[config.mk]
export PLATFORM = sky130hd
export DESIGN_NAME = divider_flat
export DESIGN_NICKNAME = d
export VERILOG_FILES = /design/src/rtl/divider_pkg.sv /design/src/rtl/divider_if.sv /design/src/rtl/divider_step.sv /design/src/rtl/divider.sv /design/src/flat_wrapper.sv
export SDC_FILE = /design/constraint.sdc
export NUM_CORES = 1
export LEC_CHECK = 0
export ABC_AREA = 1
export CAP_MARGIN = 20
export CORE_ASPECT_RATIO = 1.1
export CORE_UTILIZATION = 49
export CTS_BUF_LIST = sky130_fd_sc_hd__clkbuf_4 sky130_fd_sc_hd__clkbuf_8
export DETAILED_ROUTE_END_ITERATION = 10
export GPL_ROUTABILITY_DRIVEN = 1
export HOLD_SLACK_MARGIN = 0.05
export PLACE_DENSITY_LB_ADDON = 0.05
export SKIP_CTS_REPAIR_TIMING = 1
export SYNTH_ARGS = -nofsm -noshare
export SYNTH_HDL_FRONTEND = slang
export SYNTH_SLANG_ARGS = --single-unit
[constraint.sdc]
create_clock -name clk -period 1.8 [get_ports clk]
set_clock_uncertainty 0.2 [all_clocks]
set_input_delay 0.54 -clock clk [delete_from_list [all_inputs] [get_ports clk]]
set_output_delay 0.54 -clock clk [all_outputs]
set_load 0.02 [all_outputs]
[src/rtl/divider_pkg.sv]
// Shared widths, state encoding and constants for the restoring divider.
package divider_pkg;

  localparam int DVD_W      = 16;
  localparam int DVS_W      = 8;
  localparam int DIV_CYCLES = 16;
  localparam int CNT_W      = $clog2(DIV_CYCLES);

  // Quotient reported when the captured divisor is zero.
  localparam logic [DVD_W-1:0] DIV0_QUOTIENT = 16'hFFFF;

  typedef enum logic [1:0] {
    IDLE = 2'd0,
    RUN  = 2'd1,
    DONE = 2'd2
  } div_state_t;

endpackage

[src/rtl/divider_if.sv]
// Start/done bundle between the divider and its requester.
//
// Handshake: the requester raises start with dividend/divisor valid; the
// divider accepts on the first rising edge where it is IDLE and start is
// high, and ignores start at all other times (no queuing). busy is high from
// the cycle after acceptance until the return to IDLE. done is a one-cycle
// pulse; quotient/remainder/div_by_zero are valid from that cycle and are
// held until the next accepted start. dbg_state mirrors the FSM state.
interface divider_if;
  import divider_pkg::*;

  logic             start;
  logic [DVD_W-1:0] dividend;
  logic [DVS_W-1:0] divisor;
  logic             busy;
  logic             done;
  logic [DVD_W-1:0] quotient;
  logic [DVS_W-1:0] remainder;
  logic             div_by_zero;
  div_state_t       dbg_state;

  modport master (
    output start, dividend, divisor,
    input  busy, done, quotient, remainder, div_by_zero, dbg_state
  );

  modport slave (
    input  start, dividend, divisor,
    output busy, done, quotient, remainder, div_by_zero, dbg_state
  );

endinterface

[src/rtl/divider_step.sv]
// One restoring-division iteration: shift in the next dividend bit and
// subtract the divisor when it fits. The incoming partial remainder is
// always below the divisor, so the result always fits back in 8 bits.
module divider_step
  import divider_pkg::*;
(
  input  logic [DVS_W-1:0] pr_i,
  input  logic             dvd_bit_i,
  input  logic [DVS_W-1:0] divisor_i,
  output logic [DVS_W-1:0] pr_o,
  output logic             q_bit_o
);

  logic [DVS_W:0] pr9;

  // Compare the 9-bit shifted remainder against the zero-extended divisor.
  always_comb begin
    pr9     = {pr_i, dvd_bit_i};
    q_bit_o = (pr9 >= {1'b0, divisor_i});
    pr_o    = q_bit_o ? DVS_W'(pr9 - {1'b0, divisor_i}) : pr9[DVS_W-1:0];
  end

endmodule

[src/rtl/divider.sv]
// Sequential unsigned restoring divider, 16-bit / 8-bit, one quotient bit
// per clock. Optional property block enabled by defining DIVIDER_ASSERT_EN.
module divider
  import divider_pkg::*;
(
  input  logic      clk,
  input  logic      rst,
  divider_if.slave  bus
);

  div_state_t       state_q;
  logic [CNT_W-1:0] cnt_q;
  logic [DVD_W-1:0] dvd_q;
  logic [DVS_W-1:0] dvs_q;
  logic [DVD_W-1:0] quo_q;
  logic [DVS_W-1:0] pr_q;      // partial remainder, doubles as remainder output
  logic             busy_q;
  logic             done_q;
  logic             dbz_q;

  logic [DVS_W-1:0] pr_d;
  logic             q_bit_d;

  divider_step u_step (
    .pr_i      (pr_q),
    .dvd_bit_i (dvd_q[DVD_W-1]),
    .divisor_i (dvs_q),
    .pr_o      (pr_d),
    .q_bit_o   (q_bit_d)
  );

  // Control FSM and datapath registers; all outputs come straight from flops.
  always_ff @(posedge clk) begin
    if (rst) begin
      state_q <= IDLE;
      cnt_q   <= '0;
      dvd_q   <= '0;
      dvs_q   <= '0;
      quo_q   <= '0;
      pr_q    <= '0;
      busy_q  <= 1'b0;
      done_q  <= 1'b0;
      dbz_q   <= 1'b0;
    end else begin
      case (state_q)
        IDLE: begin
          if (bus.start) begin
            dvd_q  <= bus.dividend;
            dvs_q  <= bus.divisor;
            cnt_q  <= '0;
            busy_q <= 1'b1;
            if (bus.divisor == '0) begin
              quo_q   <= DIV0_QUOTIENT;
              pr_q    <= bus.dividend[DVS_W-1:0];
              dbz_q   <= 1'b1;
              done_q  <= 1'b1;
              state_q <= DONE;
            end else begin
              quo_q   <= '0;
              pr_q    <= '0;
              dbz_q   <= 1'b0;
              state_q <= RUN;
            end
          end
        end
        RUN: begin
          pr_q  <= pr_d;
          quo_q <= {quo_q[DVD_W-2:0], q_bit_d};
          dvd_q <= {dvd_q[DVD_W-2:0], 1'b0};
          cnt_q <= cnt_q + 1'b1;
          if (cnt_q == CNT_W'(DIV_CYCLES - 1)) begin
            done_q  <= 1'b1;
            state_q <= DONE;
          end
        end
        DONE: begin
          done_q  <= 1'b0;
          busy_q  <= 1'b0;
          state_q <= IDLE;
        end
        default: begin
          done_q  <= 1'b0;
          busy_q  <= 1'b0;
          state_q <= IDLE;
        end
      endcase
    end
  end

  assign bus.busy        = busy_q;
  assign bus.done        = done_q;
  assign bus.quotient    = quo_q;
  assign bus.remainder   = pr_q;
  assign bus.div_by_zero = dbz_q;
  assign bus.dbg_state   = state_q;

`ifdef DIVIDER_ASSERT_EN
  logic [DVD_W-1:0] chk_dvd_q;
  logic [4:0]       chk_lat_q;
  logic             chk_arm_q;
  logic             chk_done_q;
  logic             chk_rst_q;
  div_state_t       chk_state_q;

  // Shadow the accepted dividend, previous-cycle flags and elapsed cycles.
  always_ff @(posedge clk) begin
    chk_state_q <= state_q;
    chk_rst_q   <= rst;
    if (rst) begin
      chk_dvd_q  <= '0;
      chk_lat_q  <= '0;
      chk_arm_q  <= 1'b0;
      chk_done_q <= 1'b0;
    end else begin
      chk_done_q <= done_q;
      if (state_q == IDLE && bus.start) begin
        chk_dvd_q <= bus.dividend;
        chk_arm_q <= (bus.divisor != '0);
        chk_lat_q <= 5'd1;
      end else if (chk_arm_q) begin
        chk_lat_q <= chk_lat_q + 5'd1;
        if (chk_lat_q == 5'd17) chk_arm_q <= 1'b0;
      end
    end
  end

  // Result, pulse-width, state-transition and latency properties.
  always_ff @(posedge clk) begin
    if (!rst) begin
      if (done_q && !dbz_q) begin
        assert (24'(quo_q) * 24'(dvs_q) + 24'(pr_q) == 24'(chk_dvd_q))
          else $error("divider: q*d+r differs from dividend");
        assert (pr_q < dvs_q)
          else $error("divider: remainder not below divisor");
      end
      assert (!(done_q && chk_done_q))
        else $error("divider: done high two cycles in a row");
      assert (!(chk_state_q == RUN && state_q == IDLE && !chk_rst_q))
        else $error("divider: RUN to IDLE without reset");
      if (chk_arm_q)
        assert (done_q == (chk_lat_q == 5'd17))
          else $error("divider: done latency is not 17 cycles");
    end
  end
`endif

endmodule

[src/flat_wrapper.sv]
// flat-port wrapper written by rule: the top's interface ports become plain ports
module divider_flat import divider_pkg::*;
  (clk, rst, bus_start, bus_dividend, bus_divisor, bus_busy, bus_done, bus_quotient, bus_remainder, bus_div_by_zero, bus_dbg_state);
  divider_if bus_i ();
  input  logic clk;
  input  logic rst;
  input wire logic [$bits(bus_i.start)-1:0] bus_start;
  input wire logic [$bits(bus_i.dividend)-1:0] bus_dividend;
  input wire logic [$bits(bus_i.divisor)-1:0] bus_divisor;
  output wire logic [$bits(bus_i.busy)-1:0] bus_busy;
  output wire logic [$bits(bus_i.done)-1:0] bus_done;
  output wire logic [$bits(bus_i.quotient)-1:0] bus_quotient;
  output wire logic [$bits(bus_i.remainder)-1:0] bus_remainder;
  output wire logic [$bits(bus_i.div_by_zero)-1:0] bus_div_by_zero;
  output wire logic [$bits(bus_i.dbg_state)-1:0] bus_dbg_state;
  assign bus_i.start = bus_start;
  assign bus_i.dividend = bus_dividend;
  assign bus_i.divisor = bus_divisor;
  assign bus_busy = bus_i.busy;
  assign bus_done = bus_i.done;
  assign bus_quotient = bus_i.quotient;
  assign bus_remainder = bus_i.remainder;
  assign bus_div_by_zero = bus_i.div_by_zero;
  assign bus_dbg_state = bus_i.dbg_state;
  divider u_core (.clk(clk), .rst(rst), .bus(bus_i));
endmodule
==> results.tsv <==
metric	value	unit
failing checks	setup timing	
Final Hold Fails	0	
worst setup margin	-0.2119	ns
synthesized instance count	413	
core area	5842	um^2
count of final max-slew check failures	0	
Post-Route Setup TNS	-0.6008	ns
vias in the first global route	2766	
unrepaired setup endpoints after global routing	yes	
Total GRT Usage	0.2386	
cts bufs inserted	9	
WP data required	1.82	ns
Worst R2R End	u_core.bus.remainder[6]	
clock sink total	57	
first-pass GRT wire length	12.30	mm
# DRC	0	
DIE AREA	6446	um^2
area leader, netlist	dfxtp_1	
crit-path max FO	2	
WL per Instance	14.68	um
maximum capacitance violations	0	
Setup crit start kind	flop	
slowest stage cell, crit path	dfxtp_1	
Hold Slack	0.2552	ns
crit path DAT	2.03	ns
R2R Path Start	u_core.dvs_q[0]	
status	finished with violations	
htree depth	3	
placed cell area	3890	um^2
share of layout cells above drive strength 1	0.3606	
Leakage	2.366	nW
CTS tree	done	
# rows	29	
FF/Latch Area	1161	um^2
Final period util	1.118	
Worst Hold Path Cells	2	
mean post-synth cell area	7.271	um^2
area of the multi-input gates	1878	um^2
Root Driver	clkbuf_8	
syn_nets	450	
CP peak stage delay	0.37	ns
initial antenna violation count	0	
PortBufs	55	
commonest non-fill, non-tap cell in the layout	nand2_1	
Final ANT Viol Nets	0	
number of DRC violations after detailed-routing iteration 0	248	
Syn Std Cell Area	3003	um^2
Max IR drop VDD	686.2	uV
Synth area leaders	dfxtp_1, nand2_1, o221ai_2	
cell mode on critical path	nand2_1	
pin count of the biggest net entering global routing	43	
# nets final	545	
Hold Path Sink	u_core.bus.done	
Reg clk slew, reported paths	0.07	ns
WL final	8.662	mm
Distinct cells, synth	30	
crit path time final	2.012	ns
PwrDens	1199	nW/um^2
# setup viols final	8	
fillers	383	
Clock Latency Late Sink	0.34	ns
sequential share of the synthesized area	0.3800	
Layout area overhead	56.62	%
Die Y	84.11	um
Initial Utilization	0.5140	
Reg2Reg Depth	11	
Ys Warns	0	
final instance area	4703	um^2
post-synth top area share	0.3800	
worst-path cell chain	ha_4 > fa_2 > nand3b_1 > nand2_2 > nand2_2 > nand2_1 > nand2_1 > nand2_1 > nand2_1 > nand3_1 > a21oi_1	
Tightest Hold Check Type	reg -> reg	
crit end category	flop	
DR vias/cell	5.336	
vias	3148	
Max clock buf depth	2	
Detailed Place HPWL	5.135	mm
Worst R2R Setup Slack	-0.21	ns
Final Wtd Congestion	0.8416	
most frequent cells in the layout	nand2_1, dfxtp_1, inv_1, buf_4, a21oi_1	
Max Fclk	497.0	MHz
I/O pins	56	
hold path start	u_core.bus.done	
critical path class	reg -> reg	
Slew headroom	0.8001	
fin util	0.8051	
Ant. Diodes	0	
grt total ovfl	0	
die width	76.64	um
DRT Pass-1 Iters	4	
Least-Margin Pin Slew	0.2967	ns
PnR Total Power	0.005639	W
FF+latch count, synth	57	
how the worst max path moves through the flow:
| stage | start | to | cells after the start |
|---|---|---|---|
| 4_1_cts | u_core.bus.remainder[4] | bus_remainder[4] | 1 |
| 6_report | u_core.dvs_q[0] | u_core.bus.remainder[6] | 11 |
| 3_3_place_gp | bus_divisor[6] | u_core.bus.quotient[1] | 9 |
| 2_1_floorplan | u_core.bus.remainder[1] | u_core.bus.remainder[0] | 9 |
| 3_5_place_dp | bus_divisor[4] | u_core.bus.quotient[1] | 9 |
| 5_1_grt | u_core.dvd_q[15] | u_core.bus.remainder[6] | 11 |
state kept, by name, indices dropped and copies added, names as in the netlist, 2 cells and up:
name	count
u_core.bus.quotient	16
u_core.bus.dbg_state	2
u_core.cnt_q	4
u_core.bus.remainder	8
u_core.dvd_q	16
u_core.dvs_q	8
kinds of logic after synthesis:
group	Yosys count	synth area share
xor+xnor	3	0.008752
compound gates	105	0.2292
flops	57	0.3800
fa+ha+maj	10	0.04417
buf+inv	89	0.1246
simple gates	149	0.2133
worst max-delay path, delay by kind of cell, from the launching register on:
kind,cells,cell delay [ns]
adder cells (fa/ha/maj),2,0.54
AO/OA/AOI/OAI,1,0.06
flip-flops,1,0.37
AND/OR/NAND/NOR,8,0.71
per-layer routing:
metal | vias up | track usage | share of wire
li1 | 1552 | - | -
met1 | 1499 | 0.3105 | 0.46
met2 | 82 | 0.3874 | 0.49
met3 | 15 | 0.04153 | 0.036
met4 | 0 | 0.1049 | 0.022
met5 | - | 0 | 0
through the flow:
| step | setup WS [ns] | cells |
|---|---|---|
| after CTS | -0.4104 | 578 |
| after detailed placement | -0.3545 | 562 |
| after global placement | -0.3393 | 562 |
| after floorplan | 0.02316 | 413 |
| final | -0.2119 | 590 |
| after global routing | -0.2986 | 590 |
area by class of cell:
cell class	instances	area share
Clock buffer	10	0.02926
Clock inverter	6	0.01942
Inverter	68	0.05480
Multi-Input combinational cell	268	0.3993
Sequential cell	57	0.2469
Tap cell	77	0.02048
Timing Repair Buffer	104	0.2298
synth_stat cells (all sizes together):
library cell / n
ha: 9
dfxtp: 57
fa: 1
nand2: 86
a21oi: 36
a31oi: 17
nand3b: 2
and2: 1
o21ai: 37
xnor2: 2
o221ai: 15
nand4: 3
nand3: 24
or2: 1
xor2: 1
inv: 68
nor2: 32
clkbuf: 11
buf: 10
where the power goes:
group          internal [W]  switching, W  total, W
clock network      0.000819      0.000573   0.00139
logic               0.00119       0.00146   0.00265
registers           0.00145      0.000147   0.00159
total               0.00346       0.00218   0.00564
Power figures use the tool's default switching activity.
